$ cat config.mk
export PLATFORM = sky130hd
export DESIGN_NAME = framebuffer_writer_flat
export DESIGN_NICKNAME = d
export VERILOG_FILES = /design/src/rtl/framebuffer_writer_if.sv /design/src/rtl/framebuffer_writer.sv /design/src/flat_wrapper.sv
export SDC_FILE = /design/constraint.sdc
export NUM_CORES = 1
export LEC_CHECK = 0
export ABC_AREA = 0
export BUFFER_PORTS_ARGS = -buffer_cell sky130_fd_sc_hd__buf_2
export CAP_MARGIN = 20
export CORE_MARGIN = 3
export CORE_UTILIZATION = 45
export CTS_BUF_LIST = sky130_fd_sc_hd__clkbuf_4
export DETAILED_ROUTE_END_ITERATION = 6
export PLACE_DENSITY_LB_ADDON = 0.12
export SYNTH_ARGS = -nofsm -noshare
export SYNTH_HDL_FRONTEND = slang
export SYNTH_SLANG_ARGS = --single-unit
$ cat constraint.sdc
create_clock -name clk -period 8.61 [get_ports clk]
set_input_delay 0.861 -clock clk [delete_from_list [all_inputs] [get_ports clk]]
set_output_delay 0.861 -clock clk [all_outputs]
set_load 0.02 [all_outputs]
$ cat src/rtl/framebuffer_writer_if.sv
// Pixel-stream and framebuffer write-port bus between the rasteriser, the writer and the BRAM.
interface framebuffer_writer_if #(
  parameter int CORDW  = 16,
  parameter int COLORW = 12,
  parameter int ADDRW  = 17
);
    logic                     pixValid;
    logic signed [CORDW-1:0]  pixX;
    logic signed [CORDW-1:0]  pixY;
    logic        [COLORW-1:0] pixVal;
    logic                     pixReady;
    logic        [ADDRW-1:0]  memAddr;
    logic        [COLORW-1:0] memData;
    logic                     memWe;
    logic                     memReady;

    modport master (
        output pixValid, pixX, pixY, pixVal, memReady,
        input  pixReady, memAddr, memData, memWe
    );

    modport slave (
        input  pixValid, pixX, pixY, pixVal, memReady,
        output pixReady, memAddr, memData, memWe
    );
endinterface

$ cat src/rtl/framebuffer_writer.sv
// Clips rasteriser pixels, converts (x,y) to a linear address, queues writes in a
// first-word-fall-through FIFO and drains them to the framebuffer; also runs full-screen clears.
module framebuffer_writer #(
    parameter int CORDW      = 16,
    parameter int COLORW     = 12,
    parameter int WIDTH      = 320,
    parameter int HEIGHT     = 240,
    parameter int ADDRW      = 17,
    parameter int FIFO_DEPTH = 8
) (
    input  logic                 clk,
    input  logic                 rst,
    framebuffer_writer_if.slave  bus,
    input  logic                 clearStart_i,
    input  logic [COLORW-1:0]    clearVal_i,
    output logic                 busy_o,
    output logic                 clearDone_o,
    output logic [15:0]          clipCount_o
);
    localparam int PW = $clog2(FIFO_DEPTH);
    localparam int EW = ADDRW + COLORW;
    localparam int unsigned LAST = WIDTH * HEIGHT - 1;
    localparam logic signed [CORDW-1:0] W_S = CORDW'(WIDTH);
    localparam logic signed [CORDW-1:0] H_S = CORDW'(HEIGHT);

    localparam logic [1:0] S_IDLE  = 2'd0;
    localparam logic [1:0] S_FLUSH = 2'd1;
    localparam logic [1:0] S_CLEAR = 2'd2;

    logic [1:0]        state_q, state_d;
    logic [EW-1:0]     fifo_q [FIFO_DEPTH];
    logic [PW-1:0]     wptr_q, rptr_q;
    logic [PW:0]       count_q;
    logic [ADDRW-1:0]  clrAddr_q, clrAddr_d;
    logic [COLORW-1:0] clrVal_q, clrVal_d;
    logic              clearDone_q, clearDone_d;
    logic [15:0]       clipCount_q, clipCount_d;

    logic              fifoFull, fifoEmpty, clipped, accept, push, pop;
    logic              pixReady, memWe;
    logic [ADDRW-1:0]  pixAddr, memAddr;
    logic [COLORW-1:0] memData;

    assign fifoFull  = (count_q == (PW+1)'(FIFO_DEPTH));
    assign fifoEmpty = (count_q == '0);

    assign clipped = bus.pixX[CORDW-1] || bus.pixY[CORDW-1] ||
                     (bus.pixX >= W_S) || (bus.pixY >= H_S);
    assign pixAddr = ADDRW'(bus.pixY) * ADDRW'(WIDTH) + ADDRW'(bus.pixX);

    // Outputs are forced quiet while reset is asserted, not just after the async clear settles.
    assign pixReady = !rst && (state_q == S_IDLE) && !fifoFull;
    assign accept   = bus.pixValid && pixReady;
    assign push     = accept && !clipped;
    assign pop      = memWe && bus.memReady && (state_q != S_CLEAR);

    always_comb begin
        memWe   = 1'b0;
        memAddr = '0;
        memData = '0;
        if (!rst) begin
            if (state_q == S_CLEAR) begin
                memWe   = 1'b1;
                memAddr = clrAddr_q;
                memData = clrVal_q;
            end else if (!fifoEmpty) begin
                memWe              = 1'b1;
                {memAddr, memData} = fifo_q[rptr_q];
            end
        end
    end

    assign bus.pixReady = pixReady;
    assign bus.memWe    = memWe;
    assign bus.memAddr  = memAddr;
    assign bus.memData  = memData;
    assign busy_o       = !rst && (state_q != S_IDLE);
    assign clearDone_o  = clearDone_q;
    assign clipCount_o  = clipCount_q;

    always_comb begin
        state_d     = state_q;
        clrAddr_d   = clrAddr_q;
        clrVal_d    = clrVal_q;
        clearDone_d = 1'b0;
        clipCount_d = clipCount_q;
        if (accept && clipped && (clipCount_q != '1))
            clipCount_d = clipCount_q + 16'd1;
        case (state_q)
            S_IDLE: begin
                if (clearStart_i) begin
                    state_d   = S_FLUSH;
                    clrVal_d  = clearVal_i;
                    clrAddr_d = '0;
                end
            end
            S_FLUSH: begin
                if (fifoEmpty)
                    state_d = S_CLEAR;
            end
            S_CLEAR: begin
                if (bus.memReady) begin
                    if (clrAddr_q == ADDRW'(LAST)) begin
                        state_d     = S_IDLE;
                        clearDone_d = 1'b1;
                        clrAddr_d   = '0;
                    end else begin
                        clrAddr_d = clrAddr_q + 1'b1;
                    end
                end
            end
            default: state_d = S_IDLE;
        endcase
    end

    always_ff @(posedge clk or posedge rst) begin
        if (rst) begin
            state_q     <= S_IDLE;
            wptr_q      <= '0;
            rptr_q      <= '0;
            count_q     <= '0;
            clrAddr_q   <= '0;
            clrVal_q    <= '0;
            clearDone_q <= 1'b0;
            clipCount_q <= '0;
        end else begin
            state_q     <= state_d;
            clrAddr_q   <= clrAddr_d;
            clrVal_q    <= clrVal_d;
            clearDone_q <= clearDone_d;
            clipCount_q <= clipCount_d;
            if (push) wptr_q <= wptr_q + 1'b1;
            if (pop)  rptr_q <= rptr_q + 1'b1;
            count_q <= count_q + (PW+1)'(push) - (PW+1)'(pop);
        end
    end

    always_ff @(posedge clk) begin
        if (push)
            fifo_q[wptr_q] <= {pixAddr, bus.pixVal};
    end
endmodule

$ cat src/flat_wrapper.sv
// flat-port wrapper written by rule: the top's interface ports become plain ports
module framebuffer_writer_flat 
#(
    parameter int CORDW      = 16,
    parameter int COLORW     = 12,
    parameter int WIDTH      = 320,
    parameter int HEIGHT     = 240,
    parameter int ADDRW      = 17,
    parameter int FIFO_DEPTH = 8
)
  (clk, rst, clearStart_i, clearVal_i, busy_o, clearDone_o, clipCount_o, bus_pixValid, bus_pixX, bus_pixY, bus_pixVal, bus_memReady, bus_pixReady, bus_memAddr, bus_memData, bus_memWe);
  framebuffer_writer_if #(.CORDW(CORDW), .COLORW(COLORW), .ADDRW(ADDRW)) bus_i ();
  input  logic clk;
  input  logic rst;
  input  logic clearStart_i;
  input  logic [COLORW-1:0] clearVal_i;
  output logic busy_o;
  output logic clearDone_o;
  output logic [15:0] clipCount_o;
  input wire logic [$bits(bus_i.pixValid)-1:0] bus_pixValid;
  input wire logic [$bits(bus_i.pixX)-1:0] bus_pixX;
  input wire logic [$bits(bus_i.pixY)-1:0] bus_pixY;
  input wire logic [$bits(bus_i.pixVal)-1:0] bus_pixVal;
  input wire logic [$bits(bus_i.memReady)-1:0] bus_memReady;
  output wire logic [$bits(bus_i.pixReady)-1:0] bus_pixReady;
  output wire logic [$bits(bus_i.memAddr)-1:0] bus_memAddr;
  output wire logic [$bits(bus_i.memData)-1:0] bus_memData;
  output wire logic [$bits(bus_i.memWe)-1:0] bus_memWe;
  assign bus_i.pixValid = bus_pixValid;
  assign bus_i.pixX = bus_pixX;
  assign bus_i.pixY = bus_pixY;
  assign bus_i.pixVal = bus_pixVal;
  assign bus_i.memReady = bus_memReady;
  assign bus_pixReady = bus_i.pixReady;
  assign bus_memAddr = bus_i.memAddr;
  assign bus_memData = bus_i.memData;
  assign bus_memWe = bus_i.memWe;
  framebuffer_writer #(.CORDW(CORDW), .COLORW(COLORW), .WIDTH(WIDTH), .HEIGHT(HEIGHT), .ADDRW(ADDRW), .FIFO_DEPTH(FIFO_DEPTH)) u_core (.clk(clk), .rst(rst), .bus(bus_i), .clearStart_i(clearStart_i), .clearVal_i(clearVal_i), .busy_o(busy_o), .clearDone_o(clearDone_o), .clipCount_o(clipCount_o));
endmodule
* Yosys cells after proc, flatten, opt, wreduce, memory -nomap -nowiden *
Memory sizes are Yosys's and may differ from the RTL's.
Cells that the tools add are included.

storage, ports and cells
  flip-flop bits (word level) = 58
  memory bits (writable) = 232
  input port bits = 61
  output and inout port bits = 49
  memories kept = 1

memory list
  memory         words  width  rd ports  clocked after memory_dff  write ports  line                      text
  u_core.fifo_q  8      29     1         0                         1            framebuffer_writer.sv:31  logic [EW-1:0] fifo_q [FIFO_DEPTH];

cells by class
  add/sub/neg operators = 7
  multipliers = 1
  order comparisons = 2
  equal/unequal tests = 10
  multiplexer cells = 23
  reduce and logical (&&, ||, !) cells = 22

operator list
  kind                   count
  $mux 17                6
  $mux 12                3
  $pmux 17 s2            1
  $add 17x1->17 const B  1
  $add 17x16->17         1
  $eq 17x17->1 const B   1
  $add 16x1->16 const B  1
  $ge 16x10->1 const B   1
  $ge 16x9->1 const B    1
  $mul 16x4->11 const B  1
  $ne 16x16->1 const B   1
  $logic_and 1x1->1      9
  $mux 1                 8
  $mux 2                 4
  $ne 2x2->1 const B     4
  $add 3x1->3 const B    2
  $pmux 2 s3             1
  $add 4x1->4            1
  $eq 4x4->1 const B     1
  $logic_not 4->1        1
  $reduce_and 4->1       1
  $reduce_bool 2->1      2
  $sub 4x1->4            1
  $logic_not 1->1        3
  7 further kinds        9

* Depth between registers and ports, before layout *
Gate-level depths: netlist of run 1.

  depth in word-level cells = 7
  gate-level depth with buffers = 12

* Worst setup path after synthesis of run 1 *
OpenSTA, ideal clock, no wires.

  path kind = in2reg
  from = input port rst
  to = memory u_core.fifo_q[0][0] (netlist bit), enable pin
  setup time = 0.451 ns
  arrival = 3.961 ns
  data required time = 8.159 ns
  slack = 4.197 ns
  cell stages on the path = 5
  path buffers = 1
  cells stage by stage = clkbuf_1 -> a2111o_1 -> nor4_4 -> nand2b_2 -> nor3_1

on the way
  cells in the longest elaborated chain, start to end = 7

RTL lines
  item                             line                       text
  from (decl)                      flat_wrapper.sv:14         input logic rst;
  $logic_not 1->1                  framebuffer_writer.sv:52   assign pixReady = !rst && (state_q == S_IDLE) && !fifoFull;
  $logic_and 1x1->1 (2 in series)  framebuffer_writer.sv:52
  $logic_and 1x1->1                framebuffer_writer.sv:53   assign accept = bus.pixValid && pixReady;
  $logic_and 1x1->1                framebuffer_writer.sv:54   assign push = accept && !clipped;
  via u_core.push                  framebuffer_writer.sv:39   logic fifoFull, fifoEmpty, clipped, accept, push, pop;
  $mux 1                           framebuffer_writer.sv:139  if (push)
  $mux 1 (implied by the code)     framebuffer_writer.sv:140  fifo_q[wptr_q] <= {pixAddr, bus.pixVal};
  to (decl)                        framebuffer_writer.sv:31

The timed path passes the listed nets, and every way through them passes these cells.

* Final worst setup path of run 1 *
  from = register u_core.rptr_q[0]
  to = output port bus_memAddr[4]

on the way
  cells in the longest elaborated chain, start to end = 4

RTL lines
  item                    line                       text
  from (decl)             framebuffer_writer.sv:32   logic [PW-1:0] wptr_q, rptr_q;
  from (signal assigned)  framebuffer_writer.sv:133  if (pop) rptr_q <= rptr_q + 1'b1;
  $mem_v2 8x29            --
  $mux 17                 framebuffer_writer.sv:66   end else if (!fifoEmpty) begin
  $mux 17                 framebuffer_writer.sv:62   if (state_q == S_CLEAR) begin
  $mux 17                 framebuffer_writer.sv:61   if (!rst) begin
  to (decl)               flat_wrapper.sv:26         output wire logic [$bits(bus_i.memAddr)-1:0] bus_memAddr;

No other way between the ends.

==> results.cfg, run 1 <==
[worst_setup_path]
r2r_slack_ns = 5.62
rr_worst_depth = 7
crit_arrival_ns = 3.50
path_max_fanout = 46
critPathLaunchType = flip-flop
rr_endpoint = u_core.fifo_q[5][6]
critPathMaxStageDelay_ns = 0.76
crit_path_end_kind = output port
crit_chain = buf_4, mux4_2, mux2i_1, a211oi_1, buf_2
required_ns = 7.75
r2r_start = u_core.count_q[2]
critPathKind = flip-flop to output port
cpMaxStageDelayCell = buf_4
critical_path_buf_inv_count = 2
crit_family = multiplexers

[floorplanning]
initial_core_util = 0.459
die_w_um = 175
design.core.area_mm2 = 0.0280
io_pins = 110
die_h_um = 175
row_count = 61
die-area_mm2 = 0.0307

[global_routing]
antenna_found_initial = 2
track_usage = 0.185
grt_pass1_vias = 7701
grt_max_degree = 61
grt_pass1_wl_um = 43400
grt_overflow = 0

[synth]
syn-cell-area_mm2 = 0.0129
syn_nets = 886
synth-edff-count = 232
postSynthAreaPerCell_um2 = 16.4
ys.flop_type = edfxtp_1
synth-async-reset-ratio = 0.200
syn_inst = 786
yosysWarningCount = 0
ys_ff_latch = 290
synth_cell_types = 57
ys_seq_area_frac = 0.654

[clock_tree]
cts_buffers = 77
clockRootBuffer = clkbuf_4
clkTransAtPathRegs_ns = 0.07
cts_tree = done
clkLatencyLatePin_ns = 0.68
cts_resized = 0
postCtsSetupBuffers = 0
clock-sinks = 290
htree_levels = 3
cts_buffer_depth = 3
hold_buffers = 0

[worst_hold_path]
min_from = clearVal_i[4]
hold-path-cell-count = 2
hold_path.class = primary input to flip-flop
holdPathEnd = u_core.clrVal_q[4]

[cells_and_area]
drive_above_1_share = 0.350
stdcell_area_mm2 = 0.0148
area_growth_pct = 15.1
nNetsFinal = 1052
layout_commonest_cell = edfxtp_1
final_core_util = 0.529
layout_common_cells = 232 x edfxtp_1, 109 x buf_2, 108 x clkbuf_4

[pwr]
peakVddDrop_uv = 103
p_per_area_mw_per_mm2 = 278
total_leakage_power_nw = 5.62

[timing]
fmax_mhz = 229
tightest_slew_ns = 0.929
finalHoldViolations = 0
setup_tns_ns = 0
maxSlewViolCount = 0
slew_headroom = 0.381
fin_skew_ns = 0.0435
min_period_over_period = 0.507
setup_viol = 0
worst_hold_slack_ns = 0.416
rsz0062_at_grt = false
worst_slack_ns = 4.25
period_needed_ns = 4.36

[flow_run]
cap_violations = 0

[place]
finalWeightedCongestion = 0.799
dpl_worst_slack_ns = 4.37
port_buffers = 109
dpl_cell_area_mm2 = 0.0139
dp_hpwl_um = 16700

[route]
wire_per_inst_um = 20.1
drc_errors = 0
drt-initial-drc-count = 693
antenna_left = 0
top_layer = met5
dr_wl_met2_um = 13000
met3_length_um = 1650
dr.pass1.iters = 7
wl_met1_um = 12600
viasPerCell = 5.41
routed_wl_um = 27800
via_count = 7481

[run_status]
run_status = finished, final reports clean
-- layout make-up --
type,instances,area [um2]
clock inverter,22,133
tap,378,473
clock buffer,108,811
multi-input combinational,441,4250
timing repair buffer,124,658
fill,2354,13200
sequential,290,8420
inverter,18,67.6
antenna,1,2.50
-- registers in the layout, summed over array words and instances (netlist names), 2 cells and up --
| name | count |
|---|---|
| u_core.clipCount_o | 16 |
| u_core.clrAddr_q | 17 |
| u_core.clrVal_q | 12 |
| u_core.count_q | 4 |
| u_core.fifo_q | 232 |
| u_core.rptr_q | 3 |
| u_core.state_q | 2 |
| u_core.wptr_q | 3 |
-- routing by layer --
layer,global-route usage,up-vias
li1,-,3449
met1,0.263,3745
met2,0.281,239
met3,0.0411,46
met4,0.0675,2
met5,0,-
-- synthesized netlist by cell type, types with 7 or more instances --
master,instances,area (um2)
nor2_1,65,244
clkbuf_1,19,71.3
a21oi_1,10,50.1
xor2_1,28,245
buf_2,11,55.1
ha_1,36,450
mux2i_1,16,160
mux4_2,58,1310
mux2_2,30,338
dfrtp_1,58,1450
nand3_1,17,85.1
xnor2_1,19,166
edfxtp_1,232,6970
a211oi_1,16,120
o21ai_0,8,40.0
inv_1,17,63.8
nand2_1,23,86.3
a22oi_1,14,105
nor3_1,20,100
and3_1,7,43.8
nand4_1,10,62.6
-- through the flow --
| stage | instances | power, mW |
|---|---|---|
| after detailed placement | 1250 | 3.01 |
| final | 1382 | 4.13 |
| after global placement | 1250 | 2.98 |
| after floorplan | 786 | 2.64 |
| after CTS | 1380 | 4.18 |
| after global routing | 1382 | 4.38 |
-- cell families (layout without fill, tap and decap cells) --
family                   count (synthesis)  count (layout)  share of synthesized area
buffers and inverters                   55             272                     0.0192
XOR/XNOR                                47              47                     0.0320
flip-flops                             290             290                      0.654
AO/OA/AOI/OAI                           69              69                     0.0394
other                                    0               1                          0
adder cells (fa/ha/maj)                 39              39                     0.0397
AND/OR/NAND/NOR                        181             181                     0.0747
multiplexers                           105             105                      0.141
-- worst max-delay path by stage --
stage | start | endpoint | depth (start not counted)
detailed placement | bus_pixY[1] | u_core.fifo_q[2][27] | 13
finish | u_core.rptr_q[0] | bus_memAddr[4] | 5
global placement | bus_pixY[1] | u_core.fifo_q[0][27] | 13
CTS | u_core.rptr_q[0] | bus_memAddr[5] | 5
floorplan | rst | u_core.fifo_q[0][0] | 5
global route | u_core.rptr_q[0] | bus_memAddr[4] | 5
-- where the power goes --
group / switching (mW) / internal [mW] / leakage [nW]
clock: 0.542 / 0.610 / 0.550
sequential: 0.0727 / 1.64 / 2.83
combinational: 0.702 / 0.557 / 2.24
total: 1.32 / 2.81 / 5.62
-- worst register-to-register path: stages (launching register included) --
cell and delay (ns):
dfrtp_1 0.33, inv_1 0.07, ha_1 0.20, a2111o_1 0.48
nor4_4 0.56, nand2_2 0.23, nor3b_4 0.22, buf_4 0.49
(Power assumes the default switching activity.)
==> run 2: changes to the inputs <==
==> constraint.sdc (replaced) <==
create_clock -name clk -period 4.2 [get_ports clk]
set_input_delay 0.42 -clock clk [delete_from_list [all_inputs] [get_ports clk]]
set_output_delay 0.42 -clock clk [all_outputs]
set_load 0.02 [all_outputs]
==> run 2 against run 1 <==
Compared with the run above: routed wire length hardly changed; total power is 110% higher; sequential share of layout area is 1.6 points lower; setup slack worse by 3.6 ns; global-route usage hardly changed; die area stayed put; non-clock buffer count is 34 higher; final area is 2.9% higher; first-iteration DRC count is 26% lower; worst hold slack worse by 0.36 ns; critical path depth stayed put; utilization is 1.5 points higher; highest routed layer is now met4.
==> results.cfg, run 2 (synthesized netlist as in run 1, its figures left out) <==
[run_status]
run_status = finished, final reports clean

[route]
antenna_left = 0
top_layer = met4
drt-initial-drc-count = 515
met3_length_um = 1580
dr_wl_met2_um = 13400
dr.pass1.iters = 4
viasPerCell = 5.34
via_count = 7576
drc_errors = 0
routed_wl_um = 27800
wire_per_inst_um = 19.6
wl_met1_um = 12500

[clock_tree]
clockRootBuffer = clkbuf_4
postCtsSetupBuffers = 0
hold_buffers = 30
cts_resized = 0
htree_levels = 3
cts_buffers = 78
cts_tree = done
clkTransAtPathRegs_ns = 0.06
clock-sinks = 290
cts_buffer_depth = 3
clkLatencyLatePin_ns = 0.70

[timing]
slew_headroom = 0.340
min_period_over_period = 0.845
rsz0062_at_grt = false
fin_skew_ns = 0.0522
setup_tns_ns = 0
fmax_mhz = 282
setup_viol = 0
period_needed_ns = 3.55
worst_hold_slack_ns = 0.0515
tightest_slew_ns = 0.987
finalHoldViolations = 0
maxSlewViolCount = 0

[global_routing]
grt_pass1_wl_um = 43400
antenna_found_initial = 1
grt_overflow = 0
grt_pass1_vias = 7804
grt_max_degree = 61
track_usage = 0.185

[worst_hold_path]
hold_path.class = primary input to flip-flop

[pwr]
total_leakage_power_nw = 5.82
p_per_area_mw_per_mm2 = 564
peakVddDrop_uv = 296

[worst_setup_path]
required_ns = 3.78
crit_path_end_kind = output port
critPathMaxStageDelay_ns = 0.81
critPathKind = flip-flop to output port
crit_arrival_ns = 3.13
cpMaxStageDelayCell = dfrtp_4
path_max_fanout = 31
critPathLaunchType = flip-flop
crit_chain = buf_4, mux4_2, mux2i_1, a211oi_1, buf_2

[place]
dpl.cell_count = 1254
port_buffers = 109
dpl_cell_area_mm2 = 0.0139
dp_hpwl_um = 17500
finalWeightedCongestion = 0.813

[flow_run]
cap_violations = 0

[cells_and_area]
stdcell_count = 1420
nNetsFinal = 1087
stdcell_area_mm2 = 0.0152
largest_register_ffs = 232
layout_commonest_cell = edfxtp_1
fillers = 2336
regMostFlops = u_core.fifo_q
final_core_util = 0.544
drive_above_1_share = 0.350
area_growth_pct = 18.4
layout_common_cells = 232 x edfxtp_1, 118 x clkbuf_4, 109 x buf_2

[floorplanning]
die-area_mm2 = 0.0307
io_pins = 110
row_count = 61
die_w_um = 175
initial_core_util = 0.459
die_h_um = 175
design.core.area_mm2 = 0.0280
## run 2: cell types whose count changed in the layout (fill, tap and decap cells not counted), sizes merged
cell | previous run | this run
buf | 124 | 127
clkbuf | 108 | 118
clkinv | 17 | 13
clkinvlp | 3 | 0
dlygate4sd3 | 0 | 31
inv | 19 | 20
## run 2: worst paths after layout
check,end,start,slack [ns],depth (start not counted)
max,bus_memAddr[10],u_core.rptr_q[0],0.65,5
max reg2reg,u_core.fifo_q[5][23],u_core.count_q[2],1.10,7
min reg2reg,u_core.clipCount_o[7],u_core.clipCount_o[7],0.49,1
max in group asynchronous,u_core.rptr_q[0],rst,3.49,3
min,u_core.state_q[0],clearStart_i,0.05,3
min in group asynchronous,u_core.clrVal_q[5],rst,0.12,3
## run 2: per-layer routing
metal / vias up / track usage
met3: 28 / 0.0485
met4: 0 / 0.0525
met2: 181 / 0.292
met1: 3840 / 0.256
met5: - / 0
li1: 3527 / -
## run 2: cell type report
type,count,area (um2),share of cell area
multi-input combinational,441,4250,0.279
timing repair buffer,158,1030,0.0675
sequential,290,8430,0.553
tap,378,473,0.0310
clock buffer,118,886,0.0581
inverter,18,67.6,0.00443
antenna,1,2.50,0.000164
clock inverter,16,109,0.00714
## run 2: power by group
group / switching, mW / internal, mW
sequential: 0.323 / 3.37
clock: 1.13 / 1.34
combinational: 1.27 / 1.17
## run 2: worst max-delay path, delay by kind of cell, from the launching register on
| kind | cells | cell delay, ns |
|---|---|---|
| AO/OA/AOI/OAI | 1 | 0.18 |
| flip-flops | 1 | 0.81 |
| multiplexers | 2 | 0.84 |
| buffers and inverters | 2 | 0.60 |
## run 2: through the flow
stage	power, mW	setup WS (ns)
finish	8.60	0.650
global route	9.11	0.338
CTS	8.73	0.491
detailed placement	6.19	0.321
global placement	6.12	0.524
floorplan	5.42	0.197
